$ cat src/rtl/bus_arbiter_8_pkg.sv
// Shared constants for the 8-way rotating-priority bus arbiter: requester count, state codes,
// HOLD_MAX default and the rotating priority search. Imported by the block and its bench.
package bus_arbiter_8_pkg;

  localparam int unsigned BA8_N_REQ            = 8;
  localparam int unsigned BA8_IDX_W            = 3;
  localparam int unsigned BA8_HOLD_MAX_DEFAULT = 16;

  localparam logic [1:0] ST_IDLE  = 2'd0;
  localparam logic [1:0] ST_GRANT = 2'd1;
  localparam logic [1:0] ST_GAP   = 2'd2;

  // First set request bit in the order ptr, ptr+1, ... ptr+7 (mod 8).
  function automatic logic [BA8_IDX_W-1:0] ba8_pick(input logic [BA8_N_REQ-1:0] req,
                                                    input logic [BA8_IDX_W-1:0] ptr);
    logic [BA8_IDX_W-1:0] idx;
    logic                 found;
    ba8_pick = ptr;
    found    = 1'b0;
    for (int i = 0; i < int'(BA8_N_REQ); i++) begin
      idx = ptr + BA8_IDX_W'(i);
      if (!found && req[idx]) begin
        ba8_pick = idx;
        found    = 1'b1;
      end
    end
  endfunction

endpackage

$ cat src/rtl/DECODER_3.sv
// Existing 3-to-8 one-hot decoder, reused by the arbiter to form its grant vector.
module DECODER_3 (
  input  logic [2:0] sel,
  output logic [7:0] dec
);

  assign dec = 8'(1) << sel;

endmodule

$ cat src/rtl/bus_arbiter_8.sv
// 8-requester rotating-priority bus arbiter with a one-cycle GAP between owners.
// Define BUS_ARBITER_TIMEOUT_EN to force-revoke a grant after HOLD_MAX cycles.
module bus_arbiter_8
  import bus_arbiter_8_pkg::*;
#(
  parameter int unsigned HOLD_MAX = BA8_HOLD_MAX_DEFAULT
) (
  input  logic       clk,
  input  logic       reset,
  input  logic [7:0] req,
  output logic [7:0] gnt,
  output logic [2:0] gnt_idx,
  output logic       busy,
  output logic       timeout
);

  if (HOLD_MAX < 2 || HOLD_MAX > 255) begin : g_bad_hold_max
    $error("bus_arbiter_8: HOLD_MAX must be in 2..255");
  end

  logic [1:0]           r_state;
  logic [1:0]           w_state_nxt;
  logic [BA8_IDX_W-1:0] r_ptr;
  logic [BA8_IDX_W-1:0] w_ptr_nxt;
  logic [BA8_IDX_W-1:0] r_idx;
  logic [BA8_IDX_W-1:0] w_idx_nxt;
  logic                 r_timeout;
  logic                 w_timeout_nxt;
  logic [BA8_IDX_W-1:0] w_winner;
  logic                 w_hold_expire;
  logic [BA8_N_REQ-1:0] w_dec;

  assign w_winner = ba8_pick(req, r_ptr);

`ifdef BUS_ARBITER_TIMEOUT_EN
  localparam int unsigned CNT_W = 8;

  logic [CNT_W-1:0] r_hold_cnt;

  // Counts completed grant cycles of the current owner; zero outside GRANT.
  always_ff @(posedge clk) begin
    if (reset) begin
      r_hold_cnt <= '0;
    end else if (r_state != ST_GRANT) begin
      r_hold_cnt <= '0;
    end else begin
      r_hold_cnt <= r_hold_cnt + CNT_W'(1);
    end
  end

  assign w_hold_expire = (r_hold_cnt == CNT_W'(HOLD_MAX - 1));
`else
  assign w_hold_expire = 1'b0;
`endif

  always_ff @(posedge clk) begin
    if (reset) begin
      r_state   <= ST_IDLE;
      r_ptr     <= '0;
      r_idx     <= '0;
      r_timeout <= 1'b0;
    end else begin
      r_state   <= w_state_nxt;
      r_ptr     <= w_ptr_nxt;
      r_idx     <= w_idx_nxt;
      r_timeout <= w_timeout_nxt;
    end
  end

  // A voluntary drop wins over an expiring hold on the same edge.
  always_comb begin
    w_state_nxt   = r_state;
    w_ptr_nxt     = r_ptr;
    w_idx_nxt     = r_idx;
    w_timeout_nxt = 1'b0;
    case (r_state)
      ST_IDLE, ST_GAP: begin
        if (|req) begin
          w_state_nxt = ST_GRANT;
          w_idx_nxt   = w_winner;
        end else begin
          w_state_nxt = ST_IDLE;
        end
      end
      ST_GRANT: begin
        if (!req[r_idx]) begin
          w_state_nxt = ST_GAP;
          w_ptr_nxt   = r_idx + BA8_IDX_W'(1);
        end else if (w_hold_expire) begin
          w_state_nxt   = ST_GAP;
          w_ptr_nxt     = r_idx + BA8_IDX_W'(1);
          w_timeout_nxt = 1'b1;
        end
      end
      default: w_state_nxt = ST_IDLE;
    endcase
  end

  DECODER_3 u_dec (
    .sel (r_idx),
    .dec (w_dec)
  );

  assign busy    = (r_state == ST_GRANT);
  assign gnt     = w_dec & {BA8_N_REQ{busy}};
  assign gnt_idx = r_idx;
  assign timeout = r_timeout;

endmodule

$ cat config.mk
export PLATFORM = sky130hd
export DESIGN_NAME = bus_arbiter_8
export DESIGN_NICKNAME = d
export VERILOG_FILES = /design/src/rtl/bus_arbiter_8_pkg.sv /design/src/rtl/DECODER_3.sv /design/src/rtl/bus_arbiter_8.sv
export SDC_FILE = /design/constraint.sdc
export NUM_CORES = 1
export LEC_CHECK = 0
export ABC_AREA = 1
export BUFFER_PORTS_ARGS = -buffer_cell sky130_fd_sc_hd__buf_4
export CORE_MARGIN = 2
export CORE_UTILIZATION = 37
export DETAILED_ROUTE_END_ITERATION = 8
export PLACE_DENSITY_LB_ADDON = 0.2
export RECOVER_POWER = 100
export SYNTH_ARGS = -nofsm -noshare
export SYNTH_HDL_FRONTEND = slang
export SYNTH_SLANG_ARGS = --single-unit
export TNS_END_PERCENT = 5
$ cat constraint.sdc
create_clock -name clk -period 3 [get_ports clk]
set_input_delay 0.15 -clock clk [delete_from_list [all_inputs] [get_ports clk]]
set_output_delay 0.15 -clock clk [all_outputs]
set_load 0.005 [all_outputs]
==> summary.md <==
| Metric | Value |
|---|---|
| Status | finished, final reports clean |
| # diodes | 0 |
| Compound-Gate Fraction of Synth Area | 13.1% |
| Clock Pin Slew Worst Setup and Hold Paths | 50 ps |
| Die area | 0.00407 mm² |
| Post-synth top area share | 14.5% |
| Nets | 259 |
| # Post-CTS Setup Buffers | 0 |
| Synth cell types | 31 |
| Crit Path Class | register to register |
| Crit-path most repeated cell | nand2_1 |
| Clock period minus worst slack | 2570 ps |
| Starting Density | 39.0% |
| Synth top area cells | nand2_1 14%, dfxtp_1 12%, nand3_1 12%, inv_1 7.7%, ha_1 7.6% |
| First-pass GRT wire length | 5.78 mm |
| Layout Skew | 0.893 ps |
| Worst IR drop on VDD | 0.258 mV |
| PwrDens | 839 mW/mm² |
| CTS Buf Count | 3 |
| Detailed Route Iter0 Violations | 132 |
| Vias | 1386 |
| Clock Latency Late Sink | 250 ps |
| Initial DRT Pass Iterations | 4 |
| Largest delay contributor family on the critical path | simple AND/OR/NAND/NOR gates |
| Htree depth | 1 |
| Hold crit path type | primary input to register |
| Post-route ant nets | 0 |
| HPWL Detailed | 2.75 mm |
| Synth Area in XOR/XNOR | 3.31% |
| Post-route clock period utilization | 85.8% |
| Vias in the first global route | 1244 |
| Req. time, crit path | 3140 ps |
| Post-route setup slack | 427 ps |
| GRT Total Usage | 17.6% |
| Crit-path slowest cell | dfxtp_2 |
| CP Data Arrival Time | 2710 ps |
| Crit-path max cell delay | 440 ps |
| DR WL/cell | 11.7 µm |
| Simple-gate share of the synthesized area | 49.1% |
| Synth Cell Area | 0.00132 mm² |
| YS warnings | 0 |
| Final setup TNS | 0 ps |
| Post-Synth Adder-Cell Area | 7.57% |
| Final Hold Fails | 0 |
| DR DRC count | 0 |
| Vias per cell | 4.86 |
| I/O Pins | 23 |
| Final core occ | 44.5% |
| # setup viols final | 0 |
| Die height | 63.8 µm |
| Syn Inst Count | 219 |
| GP Congestion | 0.786 |
| RSZ-0062 raised after global routing | false |
| Largest family of logic cells by synthesized area | simple AND/OR/NAND/NOR gates |
| Syn_area_per_cell | 6.04 µm² |
| Congestion Overflow GR | 0 |
| FILL cells | 369 |
| Initial antenna violation count | 0 |
| Layout area overhead | 14.0% |
| Core area | 0.00339 mm² |
| Worst-path cell chain | inv_4, ha_1, inv_1, nand3_2, nand2_1, nand2_1, nand2_1, inv_2, nor2_4, nand3_1, o21ai_0, inv_1, nand2_1, nand2_1, nand2_1, a21oi_2 |
| Total length of routed wires | 3.32 mm |
| Post-synthesis sequential area ratio | 12.1% |
| Relative slew slack | 64.4% |
| CTS root buf | clkbuf_4 |
| Post-synth top area cell | nand2_1 |
| Worst-path fanout max | 11 |
| Largest net degree at the start of global routing | 14 |
| Post-synthesis mux area share | 0% |
| #FFs+latches synth | 8 |
| # hold bufs at CTS | 0 |
| CTS Buffer Depth | 2 |
| Syn_nets | 237 |
| Dpl ws | 321 ps |
| TritonCTS sink count | 8 |
| Worst Tran Pin Value | 529 ps |
| Num rows | 21 |
| Startpoint Class | register |
| Buf+Inv Stages, Crit Path | 4 |
| Port-buffer cells | 21 |
| Final Max Slew Viols | 0 |
| Fraction of layout cells with a size suffix above 1 | 23.0% |
| Setup crit end kind | register |
| CTS tree | done |
| Fmax achieved | 389 MHz |
| Max_cap viols | 0 |
| Post-CTS resize count | 0 |
| Lkg Pwr | 0.000758 µW |
| Die width | 63.8 µm |
## synthesized netlist by cell type
| cell type | count |
|---|---|
| dfxtp_1 | 8 |
| clkinv_1 | 1 |
| a311oi_1 | 1 |
| nand2_2 | 10 |
| o21ai_0 | 11 |
| inv_2 | 2 |
| o21ai_1 | 4 |
| a21oi_2 | 2 |
| nand3_4 | 1 |
| buf_6 | 3 |
| a21oi_1 | 10 |
| inv_1 | 27 |
| nand4_1 | 3 |
| nor3_1 | 7 |
| clkinv_2 | 1 |
| nor2_1 | 14 |
| nand2_1 | 51 |
| a31oi_1 | 1 |
| nand2_4 | 3 |
| buf_12 | 1 |
| nand3_2 | 6 |
| nand3_1 | 31 |
| o21a_1 | 1 |
| nor2_4 | 2 |
| a211oi_1 | 1 |
| buf_4 | 2 |
| conb_1 | 1 |
| ha_1 | 8 |
| inv_4 | 1 |
| xnor2_1 | 3 |
| xor2_1 | 2 |
## per-stage QoR
stage,hold slack [ps],std cells,cell area [µm²],power (µW)
after floorplan,212,219,1320,977
after global placement,339,282,1480,1180
after detailed placement,335,282,1480,1180
final,74.2,285,1510,1270
after global routing,58.3,285,1510,1420
after CTS,67.5,285,1510,1270
## layer usage
metal | part of all wire, % | up-vias | GRT usage [%]
li1 | - | 753 | -
met1 | 52 | 603 | 26.5
met2 | 43 | 30 | 26.0
met3 | 4.6 | 0 | 4.05
met4 | 0 | 0 | 1.63
met5 | 0 | - | 0
## final cells by class
cell class              instances  area, µm²  area share [%]
repair buffers                 23        173            11.5
flip-flops and latches          8        161            10.7
inverters                      32        124            8.22
clock buffers                   3       22.5            1.49
well taps                      46       57.6            3.82
multi-input cells             173        970            64.3
## cell families (layout without fill, tap and decap cells)
group / after synthesis / count (layout)
compound gates: 31 / 31
xor+xnor: 5 / 5
fa+ha+maj: 8 / 8
buf+inv: 38 / 58
flops: 8 / 8
other cells: 1 / 1
simple gates: 128 / 128
## cell usage in the layout (no fill, tap or decap), drive strengths merged
cell / n
ha: 8
nor3: 7
a21oi: 12
inv: 30
nor2: 16
xnor2: 3
nand4: 3
nand3: 38
clkinv: 2
nand2: 64
o21a: 1
conb: 1
clkbuf: 9
buf: 17
a311oi: 1
o21ai: 15
a31oi: 1
dfxtp: 8
xor2: 2
a211oi: 1
## registers in the layout (all words and copies together) (netlist names)
name     flops
gnt_idx      3
r_ptr        3
r_state      2
## worst paths after layout
kind / start / endpoint / slack, ps / cells past startpoint
worst min register to register: gnt_idx[0]$_SDFFE_PP0P_ / r_ptr[0]$_SDFFE_PP0P_ / 590 / 1
worst min-delay path: reset / gnt_idx[1]$_SDFFE_PP0P_ / 70 / 2
worst max register to register: r_ptr[0]$_SDFFE_PP0P_ / gnt_idx[2]$_SDFFE_PP0P_ / 430 / 16
worst max-delay path: r_ptr[0]$_SDFFE_PP0P_ / gnt_idx[2]$_SDFFE_PP0P_ / 430 / 16
## where the power goes
group          leakage [µW]  internal (µW)  switching (µW)
logic              0.000678            341             639
registers         0.0000665            138            66.6
clock network     0.0000138           45.7            35.2
No activity file was read; power rests on OpenSTA's default activity.
